===== config.mk =====
export PLATFORM = sky130hd
export DESIGN_NAME = apm_match_tracker
export DESIGN_NICKNAME = d
export VERILOG_FILES = /design/src/rtl/apm_match_tracker.sv
export SDC_FILE = /design/constraint.sdc
export NUM_CORES = 1
export LEC_CHECK = 0
export BUFFER_PORTS_ARGS = -buffer_cell sky130_fd_sc_hd__buf_2
export CAP_MARGIN = 20
export CORE_MARGIN = 2
export CORE_UTILIZATION = 51
export DETAILED_ROUTE_END_ITERATION = 10
export PLACE_DENSITY = 0.76
export SYNTH_ARGS = -nofsm -noshare
export SYNTH_HDL_FRONTEND = slang
export SYNTH_SLANG_ARGS = --single-unit

===== constraint.sdc =====
create_clock -name clk -period 4.08 [get_ports clk]
set_input_delay 0.204 -clock clk [delete_from_list [all_inputs] [get_ports clk]]
set_output_delay 0.204 -clock clk [all_outputs]
set_load 0.005 [all_outputs]

===== src/rtl/apm_match_tracker.sv =====
// apm_match_tracker
// Consumes one APM result word per text window on a valid/ready stream. Over a
// frame (windows up to and including the one flagged y_last) it keeps the best
// score, the index and location bitmap of that window, the number of windows
// with any hit and the total number of match locations. When the frame closes,
// one registered summary is offered on a valid/ready result port.
//
// Ports
//   clk, rst_n        clock, synchronous active-low reset
//   y_valid/y_ready   APM word handshake; y_ready is high only while accumulating
//   y_data            APM Y: [28:24] score, [16:0] location bitmap
//   y_last            final window of the frame
//   res_valid/ready   frame summary handshake
//   res_best_score    highest score in the frame
//   res_best_win      window index of the first window holding that score
//   res_best_locs     location bitmap of that window
//   res_hit_count     windows with any location bit set (saturating)
//   res_loc_total     total location bits set over the frame (saturating)
//   res_overflow      more windows arrived than the window index can name
module apm_match_tracker #(
    parameter int unsigned WIN_CNT_W = 8,
    parameter int unsigned SCORE_W   = 5,
    parameter int unsigned LOC_W     = 17
) (
    input  logic                           clk,
    input  logic                           rst_n,
    input  logic                           y_valid,
    output logic                           y_ready,
    input  logic [31:0]                    y_data,
    input  logic                           y_last,
    output logic                           res_valid,
    input  logic                           res_ready,
    output logic [SCORE_W-1:0]             res_best_score,
    output logic [WIN_CNT_W-1:0]           res_best_win,
    output logic [LOC_W-1:0]               res_best_locs,
    output logic [WIN_CNT_W-1:0]           res_hit_count,
    output logic [WIN_CNT_W+SCORE_W-1:0]   res_loc_total,
    output logic                           res_overflow
);

    localparam int unsigned TOT_W     = WIN_CNT_W + SCORE_W;
    localparam int unsigned SUM_W     = TOT_W + 1;
    localparam int unsigned POP_W     = $clog2(LOC_W + 1);
    localparam int unsigned SCORE_LSB = 24;

    typedef enum logic [1:0] {
        IDLE   = 2'd0,
        ACCUM  = 2'd1,
        REPORT = 2'd2
    } state_t;

    state_t state_q, state_d;

    // Frame accumulators
    logic                 first_q,      first_d;
    logic [SCORE_W-1:0]   best_score_q, best_score_d;
    logic [WIN_CNT_W-1:0] best_win_q,   best_win_d;
    logic [LOC_W-1:0]     best_locs_q,  best_locs_d;
    logic [WIN_CNT_W-1:0] hit_q,        hit_d;
    logic [TOT_W-1:0]     tot_q,        tot_d;
    logic [WIN_CNT_W-1:0] idx_q,        idx_d;
    logic                 idx_full_q,   idx_full_d;
    logic                 ovf_q,        ovf_d;

    // Next values of the registered ports
    logic                 y_ready_d;
    logic                 res_valid_d;
    logic [SCORE_W-1:0]   res_best_score_d;
    logic [WIN_CNT_W-1:0] res_best_win_d;
    logic [LOC_W-1:0]     res_best_locs_d;
    logic [WIN_CNT_W-1:0] res_hit_count_d;
    logic [TOT_W-1:0]     res_loc_total_d;
    logic                 res_overflow_d;

    logic [SCORE_W-1:0]   score;
    logic [LOC_W-1:0]     locs;
    logic [POP_W-1:0]     pop;
    logic [SUM_W-1:0]     tot_sum;
    logic                 accept;

    // Fields outside score and locations carry no meaning here
    logic unused_y_bits;
    assign unused_y_bits = ^{y_data[31:SCORE_LSB+SCORE_W], y_data[SCORE_LSB-1:LOC_W]};

    assign score  = y_data[SCORE_LSB +: SCORE_W];
    assign locs   = y_data[LOC_W-1:0];
    // y_ready mirrors state==ACCUM, so this is a beat taken this cycle
    assign accept = y_valid && y_ready;

    // Population count of the location bitmap
    always_comb begin
        pop = '0;
        for (int i = 0; i < LOC_W; i++) begin
            pop = pop + POP_W'(locs[i]);
        end
    end

    // Next state, accumulator update and summary capture
    always_comb begin
        state_d          = state_q;
        first_d          = first_q;
        best_score_d     = best_score_q;
        best_win_d       = best_win_q;
        best_locs_d      = best_locs_q;
        hit_d            = hit_q;
        tot_d            = tot_q;
        idx_d            = idx_q;
        idx_full_d       = idx_full_q;
        ovf_d            = ovf_q;
        res_best_score_d = res_best_score;
        res_best_win_d   = res_best_win;
        res_best_locs_d  = res_best_locs;
        res_hit_count_d  = res_hit_count;
        res_loc_total_d  = res_loc_total;
        res_overflow_d   = res_overflow;
        tot_sum          = '0;

        unique case (state_q)
            IDLE: begin
                // Fresh frame: the next beat is the first one
                first_d      = 1'b1;
                best_score_d = '0;
                best_win_d   = '0;
                best_locs_d  = '0;
                hit_d        = '0;
                tot_d        = '0;
                idx_d        = '0;
                idx_full_d   = 1'b0;
                ovf_d        = 1'b0;
                state_d      = ACCUM;
            end

            ACCUM: begin
                if (accept) begin
                    // Strict compare keeps the earliest window on ties
                    if (first_q || (score > best_score_q)) begin
                        best_score_d = score;
                        best_win_d   = idx_q;
                        best_locs_d  = locs;
                    end
                    first_d = 1'b0;

                    if ((|locs) && (hit_q != {WIN_CNT_W{1'b1}})) begin
                        hit_d = hit_q + WIN_CNT_W'(1);
                    end

                    tot_sum = {1'b0, tot_q} + SUM_W'(pop);
                    tot_d   = tot_sum[TOT_W] ? {TOT_W{1'b1}} : tot_sum[TOT_W-1:0];

                    // The last index is usable once; any beat beyond it overflows
                    if (idx_q == {WIN_CNT_W{1'b1}}) begin
                        if (idx_full_q) begin
                            ovf_d = 1'b1;
                        end
                        idx_full_d = 1'b1;
                    end else begin
                        idx_d = idx_q + WIN_CNT_W'(1);
                    end

                    if (y_last) begin
                        state_d          = REPORT;
                        res_best_score_d = best_score_d;
                        res_best_win_d   = best_win_d;
                        res_best_locs_d  = best_locs_d;
                        res_hit_count_d  = hit_d;
                        res_loc_total_d  = tot_d;
                        res_overflow_d   = ovf_d;
                    end
                end
            end

            REPORT: begin
                if (res_valid && res_ready) begin
                    state_d          = IDLE;
                    res_best_score_d = '0;
                    res_best_win_d   = '0;
                    res_best_locs_d  = '0;
                    res_hit_count_d  = '0;
                    res_loc_total_d  = '0;
                    res_overflow_d   = 1'b0;
                end
            end

            default: begin
                state_d = IDLE;
            end
        endcase

        y_ready_d   = (state_d == ACCUM);
        res_valid_d = (state_d == REPORT);
    end

    // State, accumulators and registered ports
    always_ff @(posedge clk) begin
        if (!rst_n) begin
            state_q        <= IDLE;
            first_q        <= 1'b0;
            best_score_q   <= '0;
            best_win_q     <= '0;
            best_locs_q    <= '0;
            hit_q          <= '0;
            tot_q          <= '0;
            idx_q          <= '0;
            idx_full_q     <= 1'b0;
            ovf_q          <= 1'b0;
            y_ready        <= 1'b0;
            res_valid      <= 1'b0;
            res_best_score <= '0;
            res_best_win   <= '0;
            res_best_locs  <= '0;
            res_hit_count  <= '0;
            res_loc_total  <= '0;
            res_overflow   <= 1'b0;
        end else begin
            state_q        <= state_d;
            first_q        <= first_d;
            best_score_q   <= best_score_d;
            best_win_q     <= best_win_d;
            best_locs_q    <= best_locs_d;
            hit_q          <= hit_d;
            tot_q          <= tot_d;
            idx_q          <= idx_d;
            idx_full_q     <= idx_full_d;
            ovf_q          <= ovf_d;
            y_ready        <= y_ready_d;
            res_valid      <= res_valid_d;
            res_best_score <= res_best_score_d;
            res_best_win   <= res_best_win_d;
            res_best_locs  <= res_best_locs_d;
            res_hit_count  <= res_hit_count_d;
            res_loc_total  <= res_loc_total_d;
            res_overflow   <= res_overflow_d;
        end
    end

endmodule


==> flow_summary_export.csv, run 1 <==
group,metric,value,unit
flow_run,max_cap_violations,0,
critical_path,cp.arrival,4.28,ns
floorplanning,die_area,11700,sq um
floorplanning,fp.dieH,108,um
grt,gr-total-overflow,0,
cts,clock_latency,0.52,ns
critical_path,end_kind,"flop",
placement,io_buffers,80,
grt,grt_pass1_vias,4559,
power,power_density,494,nW/um^2
worst_hold_path,min_from,"y_data[5]",
drt,dr_wl_met3,636,um
logic_synthesis,ys_ff_latch,118,
logic_synthesis,synth_top_area_frac,0.427,
drt,met1Wirelength,6110,um
power,fin_total_pwr,0.00339,W
cells_and_area,drive_gt1_frac,0.211,
drt,detail-route-antenna-nets,0,
critical_path,reg2reg_slack,0.58,ns
logic_synthesis,synth_area,5530,sq um
sta,worst_slew_pin_slew,0.971,ns
worst_hold_path,whs_endpoint,"best_locs_q[5]",
grt,antenna_found_initial,0,
power,power_leakage,2.95,nW
outcome,outcome,"finished clean",
logic_synthesis,syn-num-nets,663,
cts,clock-sinks,118,
logic_synthesis,ys_top_cells_by_count,"dfxtp_1, nand2_1, o21ai_0",
cells_and_area,final_nets,770,
logic_synthesis,yosys-top-cells-area,"dfxtp_1, mux2i_1, a22o_1, nand2_1, ha_1",
sta,drv_slew,0,
drt,drc_errors,0,
placement,dpl.hpwl,8980,um
sta,finalSetupViolCount,0,
floorplanning,io_pins,91,
cts,numCtsBuffers,17,
grt,gr-usage-all-layers,0.243,
cts,clockRootBuffer,"clkbuf_8",
worst_hold_path,hold_path_depth,3,
drt,viasPerCell,5.64,
sta,finalCritPeriodShare,0.968,
sta,timing.setup.tns,0,ns
drt,wl_met2,6560,um
logic_synthesis,synth_ff_type,"dfxtp_1",
cells_and_area,regArea,2360,sq um
critical_path,critPathRequiredTime,4.42,ns
power,power.internal,0.00240,W
sta,period_minus_slack,3.95,ns
drt,dr.max_layer_used,"met4",
floorplanning,start_util,0.517,
sta,skew,0.00571,ns
cts,cts.clk_slew.worst_paths,0.06,ns
cells_and_area,diodes,0,
drt,dr_total_vias,4802,
power,pwr-share-clk,0.411,
cts,cts_tree,"done",
logic_synthesis,async_reset_ff_frac,0,
cells_and_area,multi_input_area,2890,sq um
critical_path,crit_type,"primary input to flop",
placement,place_area,6100,sq um
logic_synthesis,yosys.area.top_type,"dfxtp_1",
cts,clk_path_buf_depth,2,
floorplanning,fp-row-count,38,
worst_hold_path,hold_class,"primary input to flop",
critical_path,rr_startpoint,"tot_q[1]",
floorplanning,die_w,108,um
cells_and_area,nFillCells,863,
grt,grt_pass1_wl,22100,um
sta,max_clock_freq,0.253,GHz
drt,drt-wirelength-per-cell,16.0,um
power,ir_drop,0.271,mV
critical_path,r2r_end,"res_loc_total[7]",
logic_synthesis,yosysSeqAreaShare,0.427,
power,comb_power_share,0.235,
logic_synthesis,syn_avg_cell_area,9.34,sq um
logic_synthesis,synth_edf_count,0,
critical_path,path_max_fanout,6,
grt,grt_max_degree,51,
drt,drt_iter0_drc,345,
cells_and_area,synthToLayoutAreaGrowth,24.3,%
cts,htree_levels,4,
logic_synthesis,yosysMostFrequentCell,"dfxtp_1",
logic_synthesis,synthDistinctLibCells,57,
critical_path,r2r.worst_path.cells,10,
drt,firstDrtPassIters,5,
drt,wirelength,13600,um
power,swShare,0.293,
logic_synthesis,syn_inst,592,
sta,finalHoldViolCount,0,
power,switchingPower,0.000996,W
floorplanning,design.core.area,10700,sq um
sta,relSlewSlack,0.348,
cells_and_area,finalInstanceArea,6870,sq um
critical_path,startpoint_type,"primary input",
placement,place_congestion,0.925,
logic_synthesis,ys_warn_count,0,
power,p_seq_frac,0.354,
==> per-layer routing <==
metal,track usage,vias to the layer above
met4,0.112,0
met1,0.309,2319
met3,0.0428,23
met2,0.402,153
met5,0,-
li1,-,2307
==> worst max-delay path by stage <==
stage,startpoint,to,slack [ns],cells past startpoint
after floorplan,y_data[0],tot_q[10],-0.01,14
after global placement,y_data[0],res_loc_total[8],-0.28,15
after detailed placement,y_data[0],res_loc_total[12],-0.36,15
after CTS,y_data[16],tot_q[12],0.04,15
after global routing,y_data[11],tot_q[12],-0.006,15
final,y_data[11],tot_q[12],0.13,15
==> critical path: stages <==
cell and delay, ns:
buf_2 0.12, fa_1 0.53, inv_1 0.06, fa_1 0.56, fa_1 0.46, fa_1 0.50, fa_1 0.49, inv_1 0.06
ha_4 0.17, fa_2 0.39, a21oi_4 0.19, o22a_4 0.20, nor3_1 0.07, a22oi_1 0.20, a41oi_1 0.07
==> cell usage in the layout, fill, tap and decap left out, drive strengths merged, types with 3 or more instances in the layout <==
| master | n |
|---|---|
| a211oi | 5 |
| a21o | 3 |
| a21oi | 16 |
| a22o | 37 |
| a31oi | 7 |
| and2 | 7 |
| and3 | 10 |
| and4 | 3 |
| buf | 101 |
| clkbuf | 21 |
| clkinv | 5 |
| clkinvlp | 5 |
| dfxtp | 118 |
| dlygate4sd3 | 17 |
| fa | 12 |
| ha | 22 |
| inv | 34 |
| mux2i | 33 |
| nand2 | 82 |
| nand3 | 8 |
| nand4 | 10 |
| nor2 | 28 |
| nor3 | 4 |
| nor3b | 3 |
| nor4 | 3 |
| o21ai | 71 |
| xnor2 | 6 |
| xor2 | 10 |
==> what timing repair did <==
item	CTS	global route
gates resized for setup	0	7
setup buffers	0	1
setup endpoints to repair	0	12
endpoints found under the hold margin	21	0
hold buffers	17	0
==> layout make-up <==
| cell class | instances | share of cell area |
|---|---|---|
| multi-input cells | 410 | 0.421 |
| flip-flops and latches | 118 | 0.344 |
| repair buffers | 118 | 0.110 |
| clock buffers | 21 | 0.0668 |
| well taps | 140 | 0.0255 |
| inverters | 34 | 0.0186 |
| clock inverters | 11 | 0.0146 |
==> metrics by stage <==
step / utilization / cells / hold WS (ns) / setup WS (ns)
2_1_floorplan: - / 592 / 0.337 / -0.0103
4_1_cts: 0.639 / 851 / 0.0145 / 0.0430
3_3_place_gp: 0.568 / 801 / 0.431 / -0.281
3_5_place_dp: 0.570 / 802 / 0.439 / -0.358
5_1_grt: 0.643 / 852 / 0.0396 / -0.00566
6_report: 0.643 / 852 / 0.0336 / 0.131
==> registers in the layout, indices dropped and copies added, names as in the netlist <==
name	cells
best_locs_q	17
res_best_locs	17
res_loc_total	13
tot_q	13
best_win_q	8
hit_q	8
idx_q	8
res_best_win	8
res_hit_count	8
best_score_q	5
res_best_score	5
state_q	2
first_q	1
idx_full_q	1
ovf_q	1
res_overflow	1
res_valid	1
y_ready	1
==> power groups by stage <==
stage / sequential, W / clock (W) / combinational [W]
after floorplan: 0.00122 / 0 / 0.000512
after global placement: 0.00122 / 0 / 0.000708
after global routing: 0.00120 / 0.00146 / 0.000892
after detailed placement: 0.00122 / 0 / 0.000740
final: 0.00120 / 0.00140 / 0.000799
after CTS: 0.00120 / 0.00140 / 0.000759
==> cell families after synthesis <==
group	Yosys count	synth area share
compound gates	156	0.188
xor+xnor	16	0.0253
buf+inv	64	0.0570
simple gates	170	0.148
mux	34	0.0618
flops	118	0.427
fa+ha+maj	34	0.0932
Power figures use the tool's default switching activity.
==> run 2, diff against run 1 <==
Settings changed: GPL_TIMING_DRIVEN set to 0.
==> flow_summary_export.csv, run 2 (synthesis gave the netlist of run 1 again) <==
group,metric,value,unit
drt,met1Wirelength,6220,um
sta,worst_slew_pin_slew,0.876,ns
sta,timing.setup.tns,0,ns
critical_path,max_stage_delay,0.56,ns
power,ir_drop,0.296,mV
cts,cts.clk_slew.worst_paths,0.06,ns
floorplanning,fp-row-count,38,
cells_and_area,final_cell_mix,"dfxtp_1, buf_2, nand2_1",
drt,wirelength,14200,um
critical_path,r2r_end,"res_loc_total[8]",
sta,max_clock_freq,0.251,GHz
sta,finalSetupViolCount,0,
worst_hold_path,hold_path_depth,3,
cells_and_area,top_regs,"best_locs_q x17, res_best_locs x17",
cells_and_area,nFillCells,829,
cts,clock_latency,0.53,ns
sta,hold_slack,0.0103,ns
drt,viasPerCell,5.60,
critical_path,cp.arrival,4.42,ns
critical_path,startpoint_type,"primary input",
cells_and_area,synthToLayoutAreaGrowth,26.9,%
cts,htree_levels,4,
critical_path,crit_type,"primary input to flop",
critical_path,path_cells,"dlygate4sd3_1 > buf_2 > inv_1 > fa_1 > fa_1 > fa_1 > fa_1 > inv_1 > ha_2 > fa_2 > a21oi_4 > o21bai_1 > xnor2_1 > nand2_1 > a22o_1",
sta,fin_ws,0.0893,ns
cells_and_area,final_nets,787,
drt,drt-wirelength-per-cell,16.3,um
flow_run,max_cap_violations,0,
floorplanning,start_util,0.517,
power,power_leakage,3.03,nW
grt,antenna_found_initial,0,
sta,period_minus_slack,3.99,ns
grt,gr-total-overflow,0,
placement,place_ws,-0.401,ns
outcome,outcome,"finished clean",
worst_hold_path,min_from,"y_data[5]",
drt,drc_errors,0,
critical_path,rr_startpoint,"tot_q[1]",
cells_and_area,final_common_cell,"dfxtp_1",
floorplanning,fp.dieH,108,um
cts,clockRootBuffer,"clkbuf_8",
floorplanning,io_pins,91,
critical_path,critPathRequiredTime,4.51,ns
cells_and_area,drive_gt1_frac,0.211,
drt,drt_iter0_drc,369,
power,power_density,503,nW/um^2
drt,dr_wl_met3,827,um
placement,dpl.hpwl,9790,um
critical_path,cpMaxStageDelayCell,"fa_1",
floorplanning,die_w,108,um
grt,gr-usage-all-layers,0.251,
drt,firstDrtPassIters,5,
sta,skew,0.0117,ns
placement,place_congestion,0.876,
power,p_seq_frac,0.340,
sta,relSlewSlack,0.412,
power,comb_power_share,0.232,
power,switchingPower,0.00100,W
critical_path,crit_path_frequent_cell,"fa_1",
grt,grt_pass1_wl,22600,um
floorplanning,die_area,11700,sq um
power,pwr-share-clk,0.428,
worst_hold_path,whs_endpoint,"res_best_locs[5]",
cts,clock-sinks,118,
power,swShare,0.284,
sta,finalHoldViolCount,0,
drt,dr.max_layer_used,"met4",
cts,cts_tree,"done",
critical_path,end_kind,"flop",
critical_path,r2r.worst_path.cells,11,
floorplanning,design.core.area,10700,sq um
drt,dr_total_vias,4866,
cells_and_area,diodes,0,
drt,detail-route-antenna-nets,0,
placement,io_buffers,79,
worst_hold_path,hold_class,"primary input to flop",
critical_path,reg2reg_slack,0.32,ns
cts,clk_path_buf_depth,2,
cells_and_area,final_util,0.656,
cts,numCtsBuffers,17,
grt,grt_pass1_vias,4818,
grt,grt_max_degree,17,
critical_path,path_max_fanout,4,
drt,wl_met2,6770,um
sta,finalCritPeriodShare,0.978,
power,power.internal,0.00253,W
sta,drv_slew,0,
## run 2: cell types whose count changed in the layout (fill, tap and decap cells not counted), sizes merged
cell / delta
buf: +2
bufinv: +3
clkbuf: +10
clkinv: +1
clkinvlp: -4
dlygate4sd3: +6
inv: -1
## run 2: power groups by stage
stage	Sequential [W]	Combinational [W]	Clock (W)
after floorplan	0.00122	0.000512	0
after global placement	0.00122	0.000653	0
after detailed placement	0.00122	0.000676	0
after CTS	0.00120	0.000705	0.00152
final	0.00120	0.000821	0.00151
after global routing	0.00120	0.000910	0.00158
## run 2: worst max-delay path by stage
stage / start / to / slack [ns]
after floorplan: y_data[0] / tot_q[10] / -0.01
after global placement: y_data[0] / res_loc_total[10] / -0.38
after CTS: y_data[16] / res_loc_total[0] / 0.04
after detailed placement: y_data[0] / tot_q[10] / -0.40
after global routing: y_data[12] / res_loc_total[7] / -0.03
final: y_data[12] / res_loc_total[4] / 0.09
## run 2: timing repair
item,4_1_cts,5_1_grt
hold buffers,23,0
endpoints found under the hold margin,29,0
buffers inserted,0,3
gates resized for setup,0,12
setup endpoints to repair,0,23
## run 2: final cells by class
| type | count | area [sq um] | area share |
|---|---|---|---|
| inverter | 34 | 128 | 0.0182 |
| sequential | 118 | 2360 | 0.336 |
| tap | 140 | 175 | 0.0250 |
| multi-input combinational | 410 | 2920 | 0.416 |
| clock buffer | 22 | 443 | 0.0631 |
| clock inverter | 10 | 153 | 0.0217 |
| timing repair buffer | 105 | 651 | 0.0927 |
| buffer | 30 | 188 | 0.0267 |
## run 2: worst max-delay path: cells and delay by family
family	cells	cell delay, ns
xor gates and xnor gates	1	0.20
buffers and inverters	4	0.79
and+or+nand+nor	1	0.10
adders and majority gates	6	2.59
AOI/OAI and AO/OA	3	0.52
## run 2: per-layer routing
metal,up-vias,global-route usage
li1,2350,-
met1,2309,0.314
met2,175,0.403
met3,32,0.0687
met4,0,0.116
met5,-,0
## run 2: stage by stage
step | total power [W] | cell area, sq um | cells
6_report | 0.00353 | 7020 | 869
5_1_grt | 0.00369 | 7020 | 869
4_1_cts | 0.00342 | 6940 | 866
3_5_place_dp | 0.00190 | 6110 | 811
3_3_place_gp | 0.00188 | 6110 | 811
2_1_floorplan | 0.00173 | 5540 | 592
==> run 3, diff against run 2 <==
Settings changed: ABC_AREA set to 1, CORE_UTILIZATION 51 to 52, PLACE_DENSITY 0.76 to 0.77.
==> flow_summary_export.csv, run 3 <==
group,metric,value,unit
outcome,outcome,"finished clean",
sta,hold_slack,0.0232,ns
critical_path,startpoint_type,"primary input",
floorplanning,die_area,12900,sq um
cells_and_area,multi_input_area,3280,sq um
critical_path,end_kind,"flop",
grt,grt_pass1_wl,27700,um
cts,htree_levels,4,
logic_synthesis,yosysMostFrequentCell,"nand2_1",
logic_synthesis,syn-num-nets,948,
power,p_seq_frac,0.338,
sta,max_clock_freq,0.256,GHz
logic_synthesis,ys_ff_latch,118,
logic_synthesis,synth_edf_count,0,
logic_synthesis,synth_area,6220,sq um
cts,numCtsBuffers,17,
cells_and_area,final_nets,1047,
sta,relSlewSlack,0.588,
logic_synthesis,yosys-top-cells-area,"dfxtp_1, nand2_1, nand3_1, a21oi_1, inv_1",
placement,io_buffers,80,
critical_path,rr_startpoint,"tot_q[1]",
grt,grt_max_degree,17,
sta,timing.setup.tns,0,ns
placement,dpl.hpwl,12000,um
power,switchingPower,0.00109,W
power,comb_power_share,0.231,
cells_and_area,regArea,2360,sq um
critical_path,crit_start,"y_data[0]",
floorplanning,design.core.area,11600,sq um
sta,period_minus_slack,3.91,ns
drt,wirelength,17100,um
drt,detail-route-antenna-nets,0,
cts,cts_tree,"done",
critical_path,crit_path_frequent_cell,"fa_1",
cts,cts_setup_buffers,0,
critical_path,cp.arrival,4.18,ns
logic_synthesis,yosysSeqAreaShare,0.379,
logic_synthesis,synth_ff_type,"dfxtp_1",
logic_synthesis,ys_top_cells_by_count,"nand2_1, nand3_1, a21oi_1, dfxtp_1, inv_1",
power,power_leakage,3.28,nW
logic_synthesis,async_reset_ff_frac,0,
power,ir_drop,0.250,mV
sta,drv_slew,0,
power,pwr-share-clk,0.431,
floorplanning,die_w,113,um
critical_path,path_max_fanout,4,
cells_and_area,finalInstanceArea,7430,sq um
critical_path,critPathBufInv,3,
drt,viasPerCell,5.55,
power,power_density,478,nW/um^2
sta,skew,0.0107,ns
cells_and_area,nFillCells,1031,
power,power.internal,0.00246,W
cts,clock-sinks,118,
logic_synthesis,synth_top_area_frac,0.379,
cells_and_area,synthToLayoutAreaGrowth,19.3,%
critical_path,critPathRequiredTime,4.35,ns
logic_synthesis,ys_warn_count,0,
cells_and_area,drive_gt1_frac,0.152,
cells_and_area,final_util,0.642,
cts,cts.clk_slew.worst_paths,0.06,ns
sta,finalCritPeriodShare,0.958,
grt,grt_pass1_vias,5795,
placement,place_congestion,0.873,
logic_synthesis,synthDistinctLibCells,29,
floorplanning,start_util,0.538,
cells_and_area,top_regs,"best_locs_q x17, res_best_locs x17",
grt,gr-total-overflow,0,
drt,drc_errors,0,
critical_path,crit_type,"primary input to flop",
placement,place_area,6800,sq um
sta,rsz0062_at_grt,"false",
logic_synthesis,syn_avg_cell_area,7.10,sq um
cts,clock_latency,0.41,ns
logic_synthesis,yosys.area.top_type,"dfxtp_1",
sta,finalSetupViolCount,0,
drt,drt_iter0_drc,594,
worst_hold_path,min_from,"y_last",
critical_path,cpMaxStageDelayCell,"fa_1",
drt,dr_total_vias,6286,
logic_synthesis,syn_inst,877,
grt,gr-usage-all-layers,0.270,
critical_path,path_cells,"buf_2 > fa_1 > inv_1 > fa_1 > fa_1 > fa_1 > fa_1 > inv_1 > ha_2 > fa_2 > nand3_1 > nand3_2 > nand2_1 > nand2_1 > nand3_1 > nand3_1 > nand2_1 > a21oi_1",
floorplanning,fp-row-count,39,
power,swShare,0.308,
cts,hold_buffers,0,
cells_and_area,diodes,0,
cells_and_area,final_common_cell,"nand2_1",
cts,clk_path_buf_depth,2,
critical_path,crit_family,"adder cells",
sta,worst_slew_pin_slew,0.617,ns
grt,antenna_found_initial,0,
flow_run,max_cap_violations,0,
sta,finalHoldViolCount,0,
cells_and_area,final_cell_mix,"nand2_1, nand3_1, dfxtp_1",
drt,firstDrtPassIters,5,
cts,clockRootBuffer,"clkbuf_16",
critical_path,max_stage_delay,0.53,ns
drt,drt-wirelength-per-cell,15.1,um
worst_hold_path,hold_class,"primary input to flop",
floorplanning,fp.dieH,113,um
floorplanning,io_pins,91,
[run 3: cell types whose count changed after synthesis, sizes merged, moves of 37 or more]
cell and change:
a21oi +102, nand3 +119, o21ai -66, inv +61
nand2 +167, a22o -37
[run 3: path summary, 6_finish.rpt]
kind / end / slack, ns / depth (start not counted)
setup / recovery: tot_q[12] / 0.17 / 18
hold / removal: state_q[0] / 0.02 / 2
setup reg to reg: res_loc_total[11] / 0.54 / 14
hold reg to reg: res_best_locs[3] / 0.46 / 2
[run 3: power by group through the flow]
stage | sequential [W] | combinational, W | clock (W)
after floorplan | 0.00122 | 0.000571 | 0
after global placement | 0.00122 | 0.000769 | 0
after detailed placement | 0.00123 | 0.000786 | 0
after CTS | 0.00120 | 0.000799 | 0.00153
after global routing | 0.00120 | 0.000930 | 0.00159
final | 0.00120 | 0.000819 | 0.00153
[run 3: metrics by stage]
stage	setup WS, ns	cells	total power, W
after floorplan	0.0567	877	0.00179
after global placement	-0.304	1100	0.00199
after detailed placement	-0.350	1100	0.00201
after CTS	0.0604	1132	0.00353
after global routing	0.00379	1132	0.00373
final	0.172	1132	0.00355
[run 3: logic make-up (layout without fill, tap and decap cells)]
group / Yosys count / count (layout) / share of synthesized area
buf+inv: 141 / 253 / 0.0961
xor+xnor: 6 / 6 / 0.00844
fa+ha+maj: 34 / 34 / 0.0828
flops: 118 / 118 / 0.379
simple gates: 450 / 450 / 0.326
compound gates: 128 / 128 / 0.108
[run 3: what timing repair did]
action | in CTS | in global routing
endpoints found under the setup margin | 0 | 19
hold endpoints to repair | 0 | 0
gates resized for setup | 0 | 4
[run 3: routing by layer]
metal,global-route usage,vias up,routed length (um)
li1,-,3059,-
met1,0.365,2909,7520
met2,0.421,276,7850
met3,0.0579,42,1280
met4,0.115,0,475
met5,0,-,0
[run 3: final cells by class]
cell class,count,area share
sequential,118,0.318
clock buffer,19,0.0610
multi-input combinational,618,0.441
tap,143,0.0241
inverter,97,0.0490
clock inverter,13,0.0209
timing repair buffer,80,0.0539
buffer,44,0.0315
